===== src/rtl/exec_issue_queue.sv =====
// exec_issue_queue: circular issue queue between decode and the execute stage.
// Entries are popped when the exec stage accepts the head. Entries whose
// context is squashed by a branch kill are dropped without being offered.
// Optional statistics counters are built when ISSUE_QUEUE_STATS_EN is defined.
module exec_issue_queue #(
    parameter int DEPTH   = 4,
    parameter int LEN_CTX = 2,
    parameter int LEN_PA  = 6
) (
    input  logic               clk,
    input  logic               rst,
    input  logic               in_valid,
    output logic               in_ready,
    input  logic [7:0]         in_exec_type,
    input  logic               in_io_type,
    input  logic [2:0]         in_func3,
    input  logic [6:0]         in_func7,
    input  logic [LEN_PA-1:0]  in_pa_rd,
    input  logic [31:0]        in_d_rs1,
    input  logic [31:0]        in_d_rs2,
    input  logic [LEN_CTX-1:0] in_context,
    input  logic [LEN_CTX-1:0] in_b_t_context,
    input  logic [LEN_CTX-1:0] in_b_f_context,
    output logic               order,
    input  logic               accepted,
    input  logic               done,
    output logic [7:0]         exec_type,
    output logic               io_type,
    output logic [2:0]         func3,
    output logic [6:0]         func7,
    output logic [LEN_PA-1:0]  pa_rd,
    output logic [31:0]        d_rs1,
    output logic [31:0]        d_rs2,
    output logic [LEN_CTX-1:0] context_tag,  // "context" is a reserved word
    output logic [LEN_CTX-1:0] b_t_context,
    output logic [LEN_CTX-1:0] b_f_context,
    input  logic               kill,
    input  logic [LEN_CTX-1:0] kill_context,
    output logic [31:0]        cnt_issued,
    output logic [31:0]        cnt_killed
);

    localparam int PTR_W = $clog2(DEPTH);
    localparam logic [PTR_W:0] COUNT_FULL = (PTR_W + 1)'(DEPTH);

    typedef struct packed {
        logic [7:0]         exec_type;
        logic               io_type;
        logic [2:0]         func3;
        logic [6:0]         func7;
        logic [LEN_PA-1:0]  pa_rd;
        logic [31:0]        d_rs1;
        logic [31:0]        d_rs2;
        logic [LEN_CTX-1:0] ctx;
        logic [LEN_CTX-1:0] b_t_ctx;
        logic [LEN_CTX-1:0] b_f_ctx;
    } entry_t;

    typedef enum logic [1:0] {IDLE, ISSUE, WAIT} state_t;

    entry_t             mem [DEPTH];
    logic [DEPTH-1:0]   killed;
    logic [DEPTH-1:0]   kill_hit;
    logic [PTR_W-1:0]   head, tail, head_next, offset;
    logic [PTR_W:0]     count;
    state_t             state, state_nxt;
    logic               push_any, push_drop, push, pop, drop, rm;
    logic               head_valid, head_killed, next_valid, next_killed;

    assign in_ready    = (count < COUNT_FULL);
    assign push_any    = in_valid & in_ready;
    assign push_drop   = push_any & kill & (in_context == kill_context);
    assign push        = push_any & ~push_drop;
    assign head_next   = head + 1'b1;
    assign head_valid  = (count != '0);
    assign head_killed = killed[head];
    assign next_valid  = (count > (PTR_W + 1)'(1));
    assign next_killed = killed[head_next];
    assign rm          = pop | drop;

    assign exec_type   = mem[head].exec_type;
    assign io_type     = mem[head].io_type;
    assign func3       = mem[head].func3;
    assign func7       = mem[head].func7;
    assign pa_rd       = mem[head].pa_rd;
    assign d_rs1       = mem[head].d_rs1;
    assign d_rs2       = mem[head].d_rs2;
    assign context_tag = mem[head].ctx;
    assign b_t_context = mem[head].b_t_ctx;
    assign b_f_context = mem[head].b_f_ctx;

    // Mark occupied entries whose context matches the kill strobe.
    always_comb begin
        kill_hit = '0;
        offset   = '0;
        for (int unsigned i = 0; i < DEPTH; i++) begin
            offset = PTR_W'(i) - head;
            if (kill && ({1'b0, offset} < count) && (mem[i].ctx == kill_context))
                kill_hit[i] = 1'b1;
        end
    end

    // Next-state logic: offer, pop on accept, drop killed heads.
    always_comb begin
        state_nxt = state;
        order     = 1'b0;
        pop       = 1'b0;
        drop      = 1'b0;
        case (state)
            IDLE: begin
                if (head_valid) begin
                    if (head_killed) drop = 1'b1;
                    else             state_nxt = ISSUE;
                end
            end
            ISSUE: begin
                if (!head_valid) begin
                    state_nxt = IDLE;
                end else if (head_killed) begin
                    drop      = 1'b1;
                    state_nxt = IDLE;
                end else begin
                    order = 1'b1;
                    if (accepted) begin
                        pop = 1'b1;
                        if (done) state_nxt = (next_valid && !next_killed) ? ISSUE : IDLE;
                        else      state_nxt = WAIT;
                    end
                end
            end
            WAIT: begin
                if (done) state_nxt = (head_valid && !head_killed) ? ISSUE : IDLE;
            end
            default: state_nxt = IDLE;
        endcase
    end

    // State register, pointers and occupancy.
    always_ff @(posedge clk or posedge rst) begin
        if (rst) begin
            state <= IDLE;
            head  <= '0;
            tail  <= '0;
            count <= '0;
        end else begin
            state <= state_nxt;
            if (push) tail <= tail + 1'b1;
            if (rm)   head <= head_next;
            count <= count + (PTR_W + 1)'(push) - (PTR_W + 1)'(rm);
        end
    end

    // Per-entry kill flags: cleared on write, set by a matching kill.
    always_ff @(posedge clk or posedge rst) begin
        if (rst) begin
            killed <= '0;
        end else begin
            for (int unsigned i = 0; i < DEPTH; i++) begin
                if (push && (tail == PTR_W'(i))) killed[i] <= 1'b0;
                else if (kill_hit[i])            killed[i] <= 1'b1;
            end
        end
    end

    // Payload storage; contents are don't-care until written.
    always_ff @(posedge clk) begin
        if (push)
            mem[tail] <= '{in_exec_type, in_io_type, in_func3, in_func7, in_pa_rd,
                           in_d_rs1, in_d_rs2, in_context, in_b_t_context, in_b_f_context};
    end

`ifdef ISSUE_QUEUE_STATS_EN
    // Statistics: issued on accept, killed on head drop or discarded push.
    always_ff @(posedge clk or posedge rst) begin
        if (rst) begin
            cnt_issued <= '0;
            cnt_killed <= '0;
        end else begin
            cnt_issued <= cnt_issued + 32'(pop);
            cnt_killed <= cnt_killed + 32'(drop) + 32'(push_drop);
        end
    end
`else
    assign cnt_issued = '0;
    assign cnt_killed = '0;
`endif

endmodule


===== config.mk =====
export PLATFORM = sky130hd
export DESIGN_NAME = exec_issue_queue
export DESIGN_NICKNAME = d
export VERILOG_FILES = /design/src/rtl/exec_issue_queue.sv
export SDC_FILE = /design/constraint.sdc
export NUM_CORES = 1
export LEC_CHECK = 0
export CORE_ASPECT_RATIO = 2
export CORE_MARGIN = 5
export CORE_UTILIZATION = 35
export CTS_CLUSTER_DIAMETER = 200
export DETAILED_ROUTE_END_ITERATION = 12
export PLACE_DENSITY = 0.66
export SLEW_MARGIN = 40
export SYNTH_ARGS = -nofsm -noshare
export SYNTH_HDL_FRONTEND = slang
export SYNTH_SLANG_ARGS = --single-unit

===== constraint.sdc =====
create_clock -name clk -period 8 [get_ports clk]
set_input_delay 1.2 -clock clk [delete_from_list [all_inputs] [get_ports clk]]
set_output_delay 1.2 -clock clk [all_outputs]
set_load 0.02 [all_outputs]

# [Yosys cells after proc, flatten, opt, wreduce, memory -nomap -nowiden]
# Memory sizes are Yosys's and may differ from the RTL's.
# Index checks and enable logic that the tools add are counted.
[word_totals] reg_bits=13 latch_bits=0 ramBits=380 mem_bits_ro=0 mem_count=1
[memory_table] name="mem" words=4 width=95 read_ports=5 rd_clocked_by_memory_dff=0 write_ports=1 line_no="61" source="entry_t mem [DEPTH];"
[classes] addsub=8 mul=0 n_div=0 magnitude_cmp=8 eq_ne=14 shift=0 muxes=38 bitwise_logic=6 n_reduce_logical=25
[ops] cell="$mux W1" n=28
[ops] cell="$logic_and A1 B1 Y1" n=14
[ops] cell="$mux W2" n=7
[ops] cell="$lt A2 B3 Y1" n=4
[ops] cell="$eq A2 B2 Y1" n=5
[ops] cell="$reduce_bool A2 Y1" n=4
[ops] cell="$eq A2 B2 Y1 const B" n=3
[ops] cell="$lt A2 B3 Y1 const B" n=2
[ops] cell="$ne A2 B2 Y1 const B" n=3
[ops] cell="$pmux W2 S3" n=1
[ops] cell="$add A2 B1 Y2 const B" n=2
[ops] cell="$and A1 B1 Y1" n=4
[ops] cell="$bmux W1 S2" n=2
[ops] cell="$eq A2 B1 Y1 const B" n=2
[ops] cell="$logic_not A2 Y1" n=2
[ops] cell="$ne A4 B4 Y1 const B" n=1
[ops] cell="$reduce_and A4 Y1" n=1
[ops] cell="$sub A1 B2 Y2 const A" n=2
[ops] cell="$sub A2 B2 Y2 const A" n=2
[ops] cell="$add A3 B1 Y3" n=1
[ops] cell="$gt A3 B1 Y1 const B" n=1
[ops] cell="$lt A3 B3 Y1 const B" n=1
[ops] cell="$reduce_bool A3 Y1" n=1
[ops] cell="$sub A3 B1 Y3" n=1
[ops] cell="other kinds (4)" n=5

# [Logic depth before layout (Yosys ltp)]
[logic_depth] ltp_word=11 ltp_mapped=10 ltp_nobuf=9

# [Worst setup path before layout]
# No wires, ideal clock.
[synth_path] path_kind="in2reg" startpoint="input port kill_context[0]" endpoint="memory mem[0][0] in the netlist's numbering, enable pin" setup_ns=0.465 arrival_ns=4.217 required_time_ns=7.535 path_slack_ns=3.318 path_stages=4 n_path_buf=1 path_cell_list="buf_2 xnor2_1 a311oi_2 and2_1"
[synth_between] elab_chain_cells=6
[synth_rtl] item="start: declaration" line_no="38" source="input logic [LEN_CTX-1:0] kill_context,"
[synth_rtl] item="$eq A2 B2 Y1" line_no="72" source="assign push_drop = push_any & kill & (in_context == kill_context);"
[synth_rtl] item="$and A1 B1 Y1" line_no="72"
[synth_rtl] item="$not A1 Y1" line_no="73" source="assign push = push_any & ~push_drop;"
[synth_rtl] item="$and A1 B1 Y1" line_no="73"
[synth_rtl] item="$mux W1" line_no="167" source="if (push)"
[synth_rtl] item="$mux W1 (implied by the code)" line_no="168" source="mem[tail] <= '{in_exec_type, in_io_type, in_func3, in_func7, in_pa_rd,"
[synth_rtl] item="end: declaration" line_no="61"
# No other way between the ends.

# [Final worst setup path]
[layout_path] startpoint="register head[0]" endpoint="output port d_rs2[27]"
[layout_between] elab_chain_cells=1
[layout_rtl] item="start: declaration" line_no="64" source="logic [PTR_W-1:0] head, tail, head_next, offset;"
[layout_rtl] item="start signal: assignment" line_no="148" source="if (rm) head <= head_next;"
[layout_rtl] item="$mem_v2 Z4 W95"
[layout_rtl] item="end: declaration" line_no="33" source="output logic [31:0] d_rs2,"
# No other way between the ends.

==> flow_summary.json <==
{
  "min_to": "killed[1]",
  "post_cts_buffers": 0,
  "regToRegSetupSlack_ns": 4.97,
  "layout.nets": 997,
  "drt-pass1-iter-count": 4,
  "skew_ns": 0.0102,
  "n_fill_cell": 3647,
  "timing.rr.end": "mem[2][27]",
  "fmax_ghz": 0.226,
  "max_stage_delay_ns": 0.76,
  "crit_fanout": 47,
  "reg2reg_depth": 3,
  "holdCritPathClass": "reg2reg",
  "setup_viol": 0,
  "netlist_instances": 663,
  "clk_path_buf_depth": 3,
  "globalplace.congestion": 0.732,
  "yosys_warnings": 0,
  "multiInputGateArea_sq_mm": 0.00299,
  "stdcell_count": 1452,
  "ys_async_sr_fraction": 0.0331,
  "finalMaxSlewViolations": 0,
  "ctsResizeCount": 0,
  "tns_ns": 0,
  "cp_cell_sequence": "buf_6 -> mux4_2 -> clkdlybuf4s50_1",
  "via_per_inst": 4.74,
  "fin_crit_sh": 0.553,
  "core_sq_mm": 0.0427,
  "synth-edff-count": 380,
  "htreeDepth": 2,
  "most-common-layout-cells": "380 x edfxtp_1, 199 x clkdlybuf4s50_1, 97 x mux4_2",
  "rows": 107,
  "cpMaxStageDelayCell": "dfrtp_4",
  "p_leak_nw": 6.08,
  "maxSlewHeadroom": 0.461,
  "seqCellArea_sq_mm": 0.0117,
  "postRouteAntennaNets": 0,
  "crit_path_end_kind": "output port",
  "finalHoldViolations": 0,
  "grt_pass1_vias": 7348,
  "ys_seq_area_frac": 0.776,
  "crit-reg2reg-launch": "count[2]",
  "syn_avg_cell_area_sq_um": 22.8,
  "critical_path_required_ns": 6.80,
  "drc": 0,
  "ctsHoldBuffers": 0,
  "io_buffers": 199,
  "place_hpwl_microns": 20000,
  "ys_types": 29,
  "arrival_ns": 3.23,
  "clk_latency_ns": 0.51,
  "drt_iter0_drc": 351,
  "start_util": 0.354,
  "die_h_microns": 304,
  "antenna_found_initial": 6,
  "synth-seq-cells": 393,
  "cts_made_buffers": 35,
  "rsz0062_at_grt": "false",
  "die_area_sq_mm": 0.0477,
  "area_growth_pct": 23.2,
  "grt_max_degree": 56,
  "grt.overflow.total": 0,
  "grtUsageTotal": 0.129,
  "cts_root_buf": "clkbuf_16",
  "cts_sinks": 393,
  "max_cap_viol_count": 0,
  "clk_pin_slew_worst_paths_ns": 0.06,
  "vdd_drop_max_mv": 0.215,
  "hold_ws_ns": 0.537,
  "via_count": 6888,
  "fin_crit_ns": 4.43,
  "final_common_cell": "edfxtp_1",
  "outcome": "completed",
  "dp_cells": 1388,
  "min_from": "killed[1]",
  "netlist.top_cell.by_area": "edfxtp_1",
  "io_pins": 264,
  "drive_gt1_frac": 0.183,
  "syn_area_sq_mm": 0.0151,
  "synth_area_leaders": "edfxtp_1 75%, mux4_2 14%, buf_4 3.2%, dfrtp_1 2.1%, ha_1 0.99%",
  "grt_pass1_wl_microns": 46500,
  "cts_tree": "yes",
  "min_path_cells": 2,
  "routed_wl_microns": 31200,
  "tightest_slew_ns": 0.809,
  "crit_path_start_kind": "flip-flop",
  "power_density_mw_per_mm2": 358,
  "post-synth-top-area-fraction": 0.754,
  "synth-main-ff-cell": "edfxtp_1",
  "worstSetupPathType": "reg2out",
  "wl_per_cell_microns": 21.5,
  "die_x_microns": 157
}
[where the power goes]
| group | leakage (nW) | total (W) | switching, W | internal [W] |
|---|---|---|---|---|
| Clock | 0.545 | 0.00163 | 0.000706 | 0.000919 |
| Combinational | 1.94 | 0.00236 | 0.00123 | 0.00113 |
| Sequential | 3.60 | 0.00269 | 0.000133 | 0.00256 |
[cells in the mapped netlist, types with 3 or more instances]
library cell	number
inv_1	15
o21ai_0	3
buf_4	64
buf_2	15
nand2b_1	3
xnor2_1	13
mux4_2	97
a21oi_1	8
dfrtp_1	13
clkbuf_1	5
ha_1	12
and2_1	6
buf_1	4
edfxtp_1	380
o2111ai_1	3
nor2_1	5
[how the worst max path moves through the flow]
stage               startpoint          to  slack (ns)  cells after the start
2_1_floorplan  kill_context[0]   mem[0][0]        3.32                      4
3_3_place_gp   kill_context[0]  mem[0][39]        3.36                      5
3_5_place_dp   kill_context[0]  mem[0][66]        3.32                      5
4_1_cts                head[1]   d_rs2[27]        3.37                      3
5_1_grt                head[0]    d_rs1[3]        3.32                      3
6_report               head[0]   d_rs2[27]        3.57                      3
[metrics by stage]
stage	instance area, sq um	worst slack, ns	util	total power, W
5_1_grt	18600	3.32	0.437	0.00701
3_3_place_gp	17500	3.36	0.410	0.00514
4_1_cts	18600	3.37	0.436	0.00681
3_5_place_dp	17500	3.32	0.410	0.00516
6_report	18700	3.57	0.437	0.00668
2_1_floorplan	15400	3.32	-	0.00416
[kinds of logic after synthesis]
group / Yosys count / synth area share
and+or+nand+nor: 21 / 0.00761
adders and majority gates: 13 / 0.0112
DFF: 393 / 0.776
buffers and inverters: 104 / 0.0434
xor gates and xnor gates: 15 / 0.00868
AOI/OAI and AO/OA: 19 / 0.00893
other: 1 / 0.000248
muxes: 97 / 0.144
[per-layer routing]
metal | routed length, microns | global-route usage
met5 | 13 | 0
met4 | 1190 | 0.0551
met3 | 1880 | 0.0273
met2 | 17300 | 0.235
met1 | 10800 | 0.144
[state kept, by name, summed over array words and instances (netlist names)]
name,cells
count,3
head,2
killed,4
mem,380
state,2
tail,2
[critical path: cells and delay by family, from the launching register on]
kind	cells	cell delay (ns)
mux	1	0.65
flops	1	0.76
buf+inv	2	1.17
[area by class of cell]
| class | count | share of cell area |
|---|---|---|
| multi-input combinational | 229 | 0.160 |
| sequential | 393 | 0.630 |
| clock inverter | 17 | 0.00812 |
| antenna | 5 | 0.000671 |
| timing repair buffer | 207 | 0.111 |
| clock buffer | 41 | 0.0510 |
| tap | 545 | 0.0366 |
| inverter | 15 | 0.00302 |
(Power assumes the default switching activity.)
==> patch: new RTL, config.mk and constraints unchanged <==
Re-encode `state_t` (3 states) as one-hot, 3 bits wide.
--- a/src/rtl/exec_issue_queue.sv
+++ b/src/rtl/exec_issue_queue.sv
@@ -57,5 +57,5 @@
     } entry_t;
 
-    typedef enum logic [1:0] {IDLE, ISSUE, WAIT} state_t;
+    typedef enum logic [2:0] {IDLE = 3'b001, ISSUE = 3'b010, WAIT = 3'b100} state_t;
 
     entry_t             mem [DEPTH];
Formal check against the unedited RTL: no difference found for any inputs over 4 cycles, from zero or initial values and one cycle with rst high; so few cycles prove little.
==> patch against the unedited design <==
  * Final area rose by 0.74%
  * Total power is 0.29% higher
  * Global-route usage decreased by 0.078 points
  * Area after synthesis rose by 0.64%
  * Hold slack improved by 0.0095 ns
  * Via count rose by 0.41%
  * Clock skew is 0.011 ns higher
  * Sequential cell count increased by 1
  * First-iteration DRC count increased by 4.3%
  * Routed wire length is 0.45% lower
  * Worst setup slack worse by 0.062 ns
  * Die area rose by 0.61%
==> patch: results <==
{
  "synth_common_cells": "edfxtp_1, mux4_2, buf_4",
  "grt_pass1_vias": 7462,
  "yosys-mux-area-fraction_pct": 14.3,
  "cellLeakagePower_uw": 0.00612,
  "drive_gt1_share_pct": 18.2,
  "dp_hpwl_um": 20100,
  "syn_avg_cell_area_um2": 22.7,
  "antenna_found_initial": 1,
  "worst-path-max-fanout": 33,
  "yosysSeqAreaShare_pct": 77.2,
  "grt_first_pass_wirelength_um": 46300,
  "nNetsFinal": 1008,
  "synth_xor_area_share_pct": 0.920,
  "synth_fa_ha_area_share_pct": 1.12,
  "place_inst": 1405,
  "p_int_uw": 4620,
  "pwr-share-seq_pct": 40.6,
  "post_drt_wl_per_cell_um": 21.2,
  "grt_usage_pct": 12.9,
  "synth_flop_cell": "edfxtp_1",
  "power_uw": 6700,
  "drt_iter0_drc": 366,
  "outcome": "completed",
  "setup_viol": 0,
  "synthArstFlopShare_pct": 3.55,
  "gp_congestion": 0.742,
  "irDropWorstVdd_mv": 0.213,
  "worstPathArrival_ns": 3.29,
  "synth_cell_types": 37,
  "grt_max_degree": 53,
  "synth_area_leaders": "edfxtp_1, mux4_2, buf_4, dfrtp_1, ha_1",
  "nFillCells": 3762,
  "cts_resized": 0,
  "synth_compound_area_share_pct": 1.13,
  "clk-insertion-delay-late_ns": 0.53,
  "drt_wl_total_um": 31000,
  "vias": 6916,
  "top_regs": "mem: 380 flops, killed: 4 flops"
}
patch: cell count changes after synthesis, sizes merged, moves of 2 or more:
cell    delta
a21oi      +2
nand2      +2
nand3      -2
nand3b     +2
nor2       -2
patch: layout make-up:
| class | instances | share of cell area [%] |
|---|---|---|
| diodes | 1 | 0.0133 |
| clock buffers | 41 | 4.89 |
| clock inverters | 18 | 0.972 |
| inverters | 14 | 0.280 |
| multi-input cells | 238 | 16.3 |
| flip-flops and latches | 394 | 62.6 |
| well taps | 550 | 3.66 |
| repair buffers | 209 | 11.2 |
patch: worst max-delay path, stage by stage, from the launching register on:
cell             delay [ns]
dfrtp_4                0.87
buf_4                  0.65
mux4_2                 0.64
clkdlybuf4s50_1        0.57
patch: cell families (layout without fill, tap and decap cells):
family / after synthesis / in the layout
AND/OR/NAND/NOR: 24 / 24
multiplexers: 97 / 97
buffers and inverters: 103 / 282
other: 1 / 65
flip-flops: 394 / 394
AO/OA/AOI/OAI: 24 / 24
adder cells (fa/ha/maj): 13 / 13
XOR/XNOR: 16 / 16
patch: final timing paths:
check	start	to	slack (ns)	cells after the start
min in group asynchronous	rst	head[1]	1.06	2
worst min register to register	killed[3]	killed[3]	0.55	2
worst min-delay path	killed[3]	killed[3]	0.55	2
max in group asynchronous	rst	head[0]	6.51	2
worst max-delay path	head[0]	d_rs2[3]	3.51	3
worst max register to register	head[0]	count[2]	5.02	8
patch: metal layers:
layer	wire [um]	global-route usage, %	share of wire [%]	vias up
met5	0	0	0	-
li1	-	-	-	3056
met4	836	4.57	2.7	0
met1	10900	14.4	35	3595
met2	17600	24.2	57	222
met3	1660	2.14	5.4	43
patch: stage by stage:
step	setup WS (ns)	util (%)
floorplan	3.32	-
global placement	3.43	40.7
detailed placement	3.43	40.9
CTS	3.24	43.4
global route	3.22	43.5
finish	3.51	43.5
